<file path="src/rtl/cp0_timer.sv">
// cp0_timer: MIPS coprocessor 0 (SR, Cause, EPC, PRId, Count/Compare) at the M/W commit point.
// Define CP0_TIMER_EN to build the Count/Compare timer; without it TI is tied low and no timer flops exist.
module cp0_timer #(
   parameter int          NUM_HWINT = 6,
   parameter logic [31:0] PRID_VAL  = 32'h11223344
) (
   input  logic                 clk,
   input  logic                 reset,
   input  logic [4:0]           rd_addr,
   output logic [31:0]          rd_data,
   input  logic                 wr_en,
   input  logic [4:0]           wr_addr,
   input  logic [31:0]          wr_data,
   input  logic [31:0]          pc,
   input  logic                 bd,
   input  logic                 exc_valid,
   input  logic [4:0]           exc_code,
   input  logic                 eret,
   input  logic [NUM_HWINT-1:0] hw_int,
   output logic                 int_req,
   output logic [31:0]          epc
);

   localparam logic [4:0] A_COUNT   = 5'd9;
   localparam logic [4:0] A_COMPARE = 5'd11;
   localparam logic [4:0] A_SR      = 5'd12;
   localparam logic [4:0] A_CAUSE   = 5'd13;
   localparam logic [4:0] A_EPC     = 5'd14;
   localparam logic [4:0] A_PRID    = 5'd15;

   logic [5:0]           r_im;
   logic                 r_exl;
   logic                 r_ie;
   logic                 r_bd;
   logic [4:0]           r_exc_code;
   logic [31:0]          r_epc;
   logic [NUM_HWINT-1:0] r_hw;

   logic        w_wr_sr;
   logic        w_wr_epc;
   logic [5:0]  w_im_eff;
   logic        w_ie_eff;
   logic        w_exl_eff;
   logic [5:0]  w_ip;
   logic [31:0] w_count;
   logic [31:0] w_compare;
   logic        w_ti;

   assign w_wr_sr  = wr_en && (wr_addr == A_SR);
   assign w_wr_epc = wr_en && (wr_addr == A_EPC);

`ifdef CP0_TIMER_EN
   logic        w_wr_count;
   logic        w_wr_compare;
   logic [31:0] r_count;
   logic [31:0] r_compare;
   logic        r_ti;

   assign w_wr_count   = wr_en && (wr_addr == A_COUNT);
   assign w_wr_compare = wr_en && (wr_addr == A_COMPARE);

   // NOTE: sequential state uses <= so every flop samples pre-edge values of the others.
   always_ff @(posedge clk) begin
      if (reset) begin
         r_count   <= '0;
         r_compare <= '1;
         r_ti      <= 1'b0;
      end else begin
         r_count <= w_wr_count ? wr_data : r_count + 32'd1;
         if (w_wr_compare) begin
            r_compare <= wr_data;
            r_ti      <= 1'b0;  // clear wins over a match on the same edge
         end else if (r_count == r_compare) begin
            r_ti <= 1'b1;
         end
      end
   end

   assign w_count   = r_count;
   assign w_compare = r_compare;
   assign w_ti      = r_ti;
`else
   assign w_count   = '0;
   assign w_compare = '0;
   assign w_ti      = 1'b0;
`endif

   // Interrupt decisions see an SR being written this cycle.
   assign w_im_eff  = w_wr_sr ? wr_data[15:10] : r_im;
   assign w_ie_eff  = w_wr_sr ? wr_data[0]     : r_ie;
   assign w_exl_eff = w_wr_sr ? wr_data[1]     : r_exl;

   // NOTE: every always_comb output gets a default first so no latch is inferred.
   always_comb begin
      w_ip = '0;
      for (int i = 0; i < NUM_HWINT; i++) begin
         w_ip[i] = r_hw[i];
      end
      w_ip[5] = w_ip[5] | w_ti;
   end

   assign int_req = !reset && !w_exl_eff &&
                    (exc_valid || (w_ie_eff && |(w_ip & w_im_eff)));

   assign epc = w_wr_epc ? wr_data : r_epc;

   always_ff @(posedge clk) begin
      if (reset) begin
         r_im       <= '0;
         r_exl      <= 1'b0;
         r_ie       <= 1'b0;
         r_bd       <= 1'b0;
         r_exc_code <= '0;
         r_epc      <= '0;
         r_hw       <= '0;
      end else begin
         r_hw <= hw_int;
         if (w_wr_sr) begin
            r_im <= wr_data[15:10];
            r_ie <= wr_data[0];
         end
         // Exception entry beats eret, which beats the EXL value written by mtc0.
         if (int_req) begin
            r_exl <= 1'b1;
         end else if (eret) begin
            r_exl <= 1'b0;
         end else if (w_wr_sr) begin
            r_exl <= wr_data[1];
         end
         if (int_req) begin
            r_epc      <= bd ? pc - 32'd4 : pc;
            r_bd       <= bd;
            r_exc_code <= exc_valid ? exc_code : 5'd0;
         end else if (w_wr_epc) begin
            r_epc <= wr_data;
         end
      end
   end

   always_comb begin
      rd_data = '0;
      case (rd_addr)
         A_COUNT:   rd_data = w_count;
         A_COMPARE: rd_data = w_compare;
         A_SR:      rd_data = {16'b0, r_im, 8'b0, r_exl, r_ie};
         A_CAUSE:   rd_data = {r_bd, w_ti, 14'b0, w_ip, 3'b0, r_exc_code, 2'b0};
         A_EPC:     rd_data = r_epc;
         A_PRID:    rd_data = PRID_VAL;
         default:   rd_data = '0;
      endcase
   end

endmodule

</file>
<file path="config.mk">
export PLATFORM = sky130hd
export DESIGN_NAME = cp0_timer
export DESIGN_NICKNAME = d
export VERILOG_FILES = /design/src/rtl/cp0_timer.sv
export SDC_FILE = /design/constraint.sdc
export NUM_CORES = 1
export LEC_CHECK = 0
export ABC_AREA = 0
export CAP_MARGIN = 20
export CORE_MARGIN = 3
export CORE_UTILIZATION = 38
export DETAILED_ROUTE_END_ITERATION = 12
export GPL_TIMING_DRIVEN = 0
export PLACE_DENSITY = 0.76
export SLEW_MARGIN = 20
export SYNTH_ARGS = -nofsm -noshare
export SYNTH_HDL_FRONTEND = slang
export SYNTH_SLANG_ARGS = --single-unit
</file>
<file path="constraint.sdc">
create_clock -name clk -period 2.2 [get_ports clk]
set_input_delay 0.22 -clock clk [delete_from_list [all_inputs] [get_ports clk]]
set_output_delay 0.22 -clock clk [all_outputs]
set_load 0.05 [all_outputs]
</file>
==> flow_results.org, run 1 <==
** Logic synthesis
- Of the total synthesized cell area, the portion taken by full adders, half adders and majority gates is 0.00381.
- Each instance of the synthesized netlist takes up on average 8.73 um^2.
- Main combinational cell family by area after synthesis :: multiplexers
- The share of the synthesized area in compound gates (AO/OA/AOI/OAI) is 0.0740.
- Fraction of post-synthesis cell area in the top cell type by area :: 0.317
- Of the total synthesized cell area, the portion taken by AND, OR, NAND and NOR gates is 0.240.
- Area share of xor/xnor cells in the synthesized design :: 0.0694
- Multiplexer share of the synthesized area :: 0.254
- Share of synthesized registers carrying an async set or reset :: 0
- Post-synth EDFFs :: 0
- For this run, the number of Yosys warnings is 0.
- The cell area that synthesis handed to floorplanning was between 3000 and 4000 um^2.
- The share of the Yosys chip area taken by registers is 0.317.
- For this run, the leading register cell type out of synthesis is dfxtp_1.
- Total of flip-flops plus latches after synthesis :: 52
- Synthesis produced 376 cells.
- Cell accounting for the most synthesized area :: dfxtp_1
- The number of different library cells used by synthesis comes to 45.
- Syn Nets :: 468
- Cell types with the largest area share after synthesis :: dfxtp_1 (32%), mux2i_1 (13%), mux2_2 (11%), nand2_1 (4.9%), xnor2_1 (4.8%)

** Floorplanning
- Area of the die :: between 9000 and 10000 um^2
- Die span in x :: between 90 and 100 um
- Die Y-Extent :: ~99 um
- Number of top-level pins :: between 150 and 200
- The region available for standard cell placement spans approximately 8300 um^2.
- Cell row count :: 33
- The initial utilization of the core area, before any placement, comes to 0.395.

** Cells and area
- Final #Nets :: 644
- Diodes inserted :: 0
- Signed area change from the synthesized netlist to the final layout :: 58.9%
- In the layout the commonest cells are clkdlybuf4s50_1 (69), dfxtp_1 (52), mux2i_1 (43), nand2_1 (42), nor2_1 (38).
- Most frequent standard cell in the layout excluding fill and tap cells :: clkdlybuf4s50_1
- Cell area after layout :: between 5000 and 6000 um^2
- At the end of the flow the core is filled with cells to 0.628.
- In the final layout, the share of cells above drive strength 1 is 0.260.

** STA
- Final clock skew :: 0.0180 ns
- In the finished design, the share of the clock period the worst path needs comes to 1.03.
- In this run the tightest slew margin relative to its limit is 0.555.
- In the post-route analysis, the smallest setup slack over all paths is -0.0577 ns.
- The final-report max-slew violation count was 0.
- RSZ-0062 raised after global routing :: yes
- Setup violations remaining at the end of the flow were counted as 1.
- Final sum of negative setup slack :: -0.0577 ns
- For this run, the top clock speed supported by timing is roughly 440 MHz.
- Final period demand of the worst path :: between 2 and 2.5 ns
- The final-report hold violation count was 0.
- Worst Max-Slew Pin Slew :: ~0.66 ns

** Global routing
- Global Route Usage Sum :: 0.224
- Gr ovfl total :: 0
- Global-route wire length before repair :: 17900 um
- Number of global-route vias before repair :: about 3600
- The initial antenna violation count was 0.
- Entering global routing, the biggest net connects 19 pins.

** Pwr
- IR analysis of the VDD net gives a maximum drop of a little under 0.0003 V.
- For this design the static power due to leakage is about 2.4 nW.
- For this design the ratio of total power to cell area is 449 nW/um^2.
- Power comes to about 2.3 mW.

** Drt
- Routed Wire Length :: roughly 11000 um
- Using the TritonRoute via totals, the vias-per-cell ratio works out to 5.24.
- Starting DRC count in detailed routing :: approximately 130
- Detail-routed net length per standard cell :: ~17 um
- After detailed routing, the number of remaining DRC violations is 0.
- The pre-antenna-repair detailed-routing pass consisted of 4 iterations.
- In this run the remaining antenna-violating nets after routing total 0.
- Vias after detailed routing :: roughly 3400

** Placement
- Worst-case setup slack after placement :: -1.25 ns
- Placed Instance Area :: about 5000 um^2
- Port buffering added 153 buffers.
- DP Wirelength :: 8510 um
- At the end of routability-driven placement, the weighted congestion stood at approximately 0.85.

** Critical path
- Of all nets on the critical path, the largest fanout is 7.
- For the worst setup path, the data arrival time is ~2.0 ns.
- Data on the critical path is required at its endpoint by a little under 2 ns.
- STA classifies the critical path endpoint as an output pin.
- Worst setup path class :: in -> out
- Across all register-to-register paths, the minimum setup slack is 0.23 ns.
- Type of element launching the critical path :: primary input

** Job
- Count of maximum capacitance violations :: 0

** Worst hold path
- Path category of the worst min-delay check :: in -> reg

** Clocking
- The clock reaches the later pin of the worst-skew pair after about 0.32 ns.
- In this run the clock root is driven by a clkbuf_8.
- The clock passes through at most 2 buffers.
- CTS built an H-tree with a depth of 2.
- Counting the buffers created by CTS gives 5.
- Clock-pin slew was measured on the worst setup and hold paths at 0.11 ns.
- TritonCTS built the clock tree.
- The tree built by TritonCTS fans out to 52 sinks.

** Run status
- The checks that failed: negative setup slack.
- Result of the run :: finished with violations
[report_power, final]
| part | internal (mW) | switching [mW] |
|---|---|---|
| combinational | 0.320 | 0.398 |
| clock | 0.233 | 0.363 |
| sequential | 0.996 | 0.0289 |
[path summary, 6_finish.rpt]
kind	start	to	cells after the start
worst max-delay path	wr_addr[4]	int_req	10
worst min-delay path	pc[15]	r_epc[15]	3
worst min register to register	r_exc_code[4]	r_exc_code[4]	1
worst max register to register	r_hw[1]	r_bd	6
[Yosys cell counts, types with 2 or more instances]
library cell,number
dfxtp_1,52
mux2i_1,44
nand2_1,43
nor2_1,39
mux2_2,33
xnor2_1,18
clkbuf_1,15
and2_1,14
nor2b_1,12
nor3_1,12
inv_1,8
xor2_1,8
a21oi_1,6
nor4_1,6
a22oi_1,5
a32o_1,5
buf_2,5
a211oi_1,4
buf_1,4
o21ai_0,4
or4_4,4
nand3b_1,3
nor4_2,3
a221o_1,2
mux2_1,2
nand2b_1,2
o21ai_1,2
or2_1,2
or3_1,2
or4_1,2
[worst max-delay path, stage by stage]
cell and delay, ns:
buf_6 0.09, and4bb_1 0.27, nand3b_1 0.10, buf_6 0.15
mux2_4 0.30, a221o_1 0.36, o31ai_4 0.22, buf_6 0.16
inv_4 0.03, buf_8 0.14
[metrics by stage]
step | std cells | hold slack (ns)
floorplan | 376 | 0.346
global placement | 634 | 0.476
detailed placement | 634 | 0.484
CTS | 657 | 0.201
global route | 658 | 0.211
finish | 658 | 0.205
[layer usage]
layer / GRT usage / part of all wire / up-vias
li1: - / - / 1658
met4: 0.0473 / 0.015 / 0
met2: 0.388 / 0.49 / 126
met1: 0.286 / 0.42 / 1647
met5: 0 / 0 / -
met3: 0.0502 / 0.068 / 15
[repair_timing]
item,in CTS,in global routing
hold buffers,0,0
pin swaps,14,12
resized for setup,242,39
setup endpoints to repair,104,70
setup buffers,16,3
[state kept, by name, summed over array words and instances (netlist names)]
signal / count
r_epc: 32
r_exl: 1
r_ie: 1
r_im: 6
r_exc_code: 5
r_hw: 6
r_bd: 1
[final cells by class]
| class | instances | area, um^2 |
|---|---|---|
| Timing Repair Buffer | 171 | 1550 |
| Clock inverter | 3 | 25.0 |
| Clock buffer | 5 | 68.8 |
| Multi-Input combinational cell | 290 | 2210 |
| Sequential cell | 52 | 1040 |
| Buffer | 22 | 145 |
| Inverter | 10 | 40.0 |
| Fill cell | 746 | 3090 |
| Tap cell | 105 | 131 |
[cell families after synthesis]
kind of cell / count (synthesis)
AO/OA/AOI/OAI: 33
XOR/XNOR: 26
adder cells (fa/ha/maj): 1
buffers and inverters: 34
flip-flops: 52
multiplexers: 79
AND/OR/NAND/NOR: 151
(Power assumes the default switching activity.)
==> run 2: changes to the inputs <==
--- a/config.mk
+++ b/config.mk
@@ -12,6 +12,7 @@
 export DETAILED_ROUTE_END_ITERATION = 12
 export GPL_TIMING_DRIVEN = 0
 export PLACE_DENSITY = 0.76
+export SKIP_CTS_REPAIR_TIMING = 1
 export SLEW_MARGIN = 20
 export SYNTH_ARGS = -nofsm -noshare
 export SYNTH_HDL_FRONTEND = slang
==> run 2 against run 1 <==
Combinational power is 5.0% higher. Non-clock buffer count is 5 higher. Register-to-register slack worse by 0.11 ns. Sequential power hardly changed. Wire length hardly changed. Maximum frequency is 8.5% lower. Total power is 1.7% higher. Hold slack better by 0.039 ns. Final cell count is 0.76% higher. Critical path depth stayed put. Largest cell class unchanged. Clock power hardly changed. The flow still finishes with violations (negative setup slack). Sequential cell count stayed put.
==> flow_results.org, run 2 (synthesis results as in run 1) <==
** Critical path
- Reg-to-reg setup timing slack :: 0.12 ns (-0.11 ns)
- Maximum cell stage delay along the critical path :: 0.40 ns (+0.04 ns)
- The count of buffering cells on the critical path with inverters included came to 5 (unchanged).
- Worst-path maximum fanout :: 8 (+1)
- The required time of the critical path is 1.98 ns (about the same).
- Cell-by-cell trace of the critical path :: buf_6, and4bb_1, nand3b_1, buf_6, mux2_4, a221o_1, o31ai_4, buf_6, inv_2, buf_8
- The kind of cell with the highest combined delay along the critical path is compound AO/OA/AOI/OAI gates.
- By startpoint and endpoint, the worst setup path is classified as in -> out.
- Most prevalent standard cell on the critical path :: buf_6
- Among all stages on the critical path, the largest delay is contributed by a221o_1.
- The worst setup path is captured at an output pin.
- Type of element launching the critical path :: primary input
- Critical path data arrival time :: 2.25 ns (+0.21 ns)

** Clocking
- The maximum level of the CTS H-tree was 2 (unchanged).
- Cell chosen for the clock root :: clkbuf_8
- Longest Clk Path Bufs :: 2 (unchanged)
- Inserted Clock Buffers :: 5 (unchanged)
- Clock-pin slew reported for the worst setup and hold paths after clock tree synthesis :: 0.10 ns (about the same)
- # clock sinks :: 52 (unchanged)
- CTS tree :: yes
- The clock latency of the later-clocked register in the worst-skew pair came to 0.32 ns (about the same).

** STA
- The setup skew after layout is 0.0194 ns (+0.00142 ns).
- The clock period minus final worst setup slack came to 2.47 ns (+0.208 ns).
- The final-report hold violation count was 0 (unchanged).
- Number of setup violations in the final report :: 6 (+5)
- The final-report max-slew violation count was 0 (unchanged).
- Share of the cycle needed by the critical path after routing :: 1.12 (+0.0948)
- The worst-case headroom to the max-slew limit is 0.549 (-0.00531).
- Setup repair after global routing could not meet its margin everywhere.
- Worst Max-Slew Pin Slew :: 0.671 ns (+0.00791 ns)
- Crit path setup slack, layout :: -0.266 ns (-0.208 ns)
- The top achievable clock speed is 405 MHz (-8.5%).

** Floorplanning
- Number of top-level pins :: 156 (unchanged)
- The initial standard-cell utilization of the core is 0.395 (unchanged).
- Area of the die :: 9780 um^2 (unchanged)
- The number of core rows came to 33 (unchanged).
- Core outline area :: 8300 um^2 (unchanged)
- Die Y-Extent :: 98.9 um (unchanged)
- Die span in x :: 98.9 um (unchanged)

** Drt
- Vias after detailed routing :: 3494 (+1.4%)
- The remaining antenna violation count was 0 (unchanged).
- Drt via density :: 5.27 (+0.63%)
- DR DRC count :: 0 (unchanged)
- The number of search-and-repair iterations in the first detailed-routing pass is 4 (unchanged).
- The routed length per placed instance came to 17.0 um (-0.67%).
- The aggregate routed wire length was 11300 um (about the same).
- Starting DRC count in detailed routing :: 146 (+11%)

** Cells and area
- Top reg by flops :: r_epc
- Max reg flops :: 32 (unchanged)
- Registers with the highest flip-flop counts :: r_epc: 32 flops, r_hw: 6 flops, r_im: 6 flops
- The final net count came to 649 (+0.78%).
- Commonest non-fill, non-tap cells in the layout :: clkdlybuf4s50_1 (70), dlymetal6s2s_1 (60), dfxtp_1 (52), mux2i_1 (43), nand2_1 (42)
- The number of diodes was 0 (unchanged).
- The layout cell share with drive strength beyond 1 was 0.228 (-0.0328).
- Signed area change from the synthesized netlist to the final layout :: 66.1%
- Most frequent standard cell in the layout excluding fill and tap cells :: clkdlybuf4s50_1
- The number of standard cells in the final layout excluding fillers is 663 (+0.76%).

** Placement
- The count of placed standard cells including taps was 634 (unchanged).
- The placed wire-length estimate after detailed placement came to 8510 um (unchanged).
- The routability-driven placement congestion ratio was 0.850 (unchanged).
- Count of input and output buffers :: 153 (unchanged)
- The worst setup timing slack at the placement stage came to -1.25 ns (unchanged).

** Global routing
- Maximum number of pins on one net before global-route repair :: 19 (unchanged)
- The number of global-route vias before repair came to 3462 (-4.6%).
- Global Route Usage Sum :: 0.213 (-0.0112)
- The global-route congestion overflow total came to 0 (unchanged).
- The wire length of the first global-routing pass came to 17000 um (-4.6%).
- The initial antenna violation count came to 0 (unchanged).

** Pwr
- The static leakage power came to 3.17 nW (+32%).
- IR Drop Worst-Case VDD :: 0.000290 V (+0.71%)
- Power density of the placed cells :: 436 nW/um^2 (-2.8%)

** Job
- The number of max-capacitance violations reported was 0 (unchanged).

** Run status
- Violated checks :: negative setup slack
- The flow ran to the end, but the final reports show violations.

** Worst hold path
- The min-delay analysis places its worst path in the category in -> reg.
-- run 2: worst paths after layout --
kind,cells after the start,to,start
max,10,int_req,wr_addr[0]
min,3,r_epc[20],pc[20]
min reg2reg,1,r_exc_code[4],r_exc_code[4]
max reg2reg,6,r_bd,r_hw[1]
-- run 2: layer usage --
| metal | share of wire | GRT usage |
|---|---|---|
| met5 | 0 | 0 |
| met4 | 0.0069 | 0.0357 |
| met3 | 0.065 | 0.0467 |
| met2 | 0.50 | 0.370 |
| met1 | 0.43 | 0.275 |
-- run 2: cell type report --
class	instances	area, um^2
Fill cell	692	2850
Multi-Input combinational cell	290	2200
Timing Repair Buffer	175	1790
Sequential cell	52	1040
Buffer	23	151
Tap cell	105	131
Clock buffer	5	68.8
Inverter	10	37.5
Clock inverter	3	25.0
-- run 2: through the flow --
stage                     hold WS [ns]  area [um^2]  total power [mW]  setup TNS [ns]  utilization
after detailed placement         0.484         4980              1.77          -79.12        0.600
after global routing             0.246         5450              2.48           -2.41        0.657
after floorplan                  0.346         3320              1.43         -0.0842            -
after global placement           0.476         4980              1.75          -78.04        0.600
final                            0.244         5450              2.38          -0.416        0.657
after CTS                        0.257         5080              2.35          -67.49        0.612
-- run 2: tightest hold or removal path, stage by stage --
cell      delay (ns)
clkbuf_2        0.10
xnor2_1         0.12
mux2i_1         0.06
-- run 2: power breakdown --
group	total (mW)	internal [mW]	switching, mW	leakage [nW]
combinational	0.754	0.356	0.398	2.70
sequential	1.03	0.996	0.0291	0.426
clock	0.599	0.233	0.366	0.0452
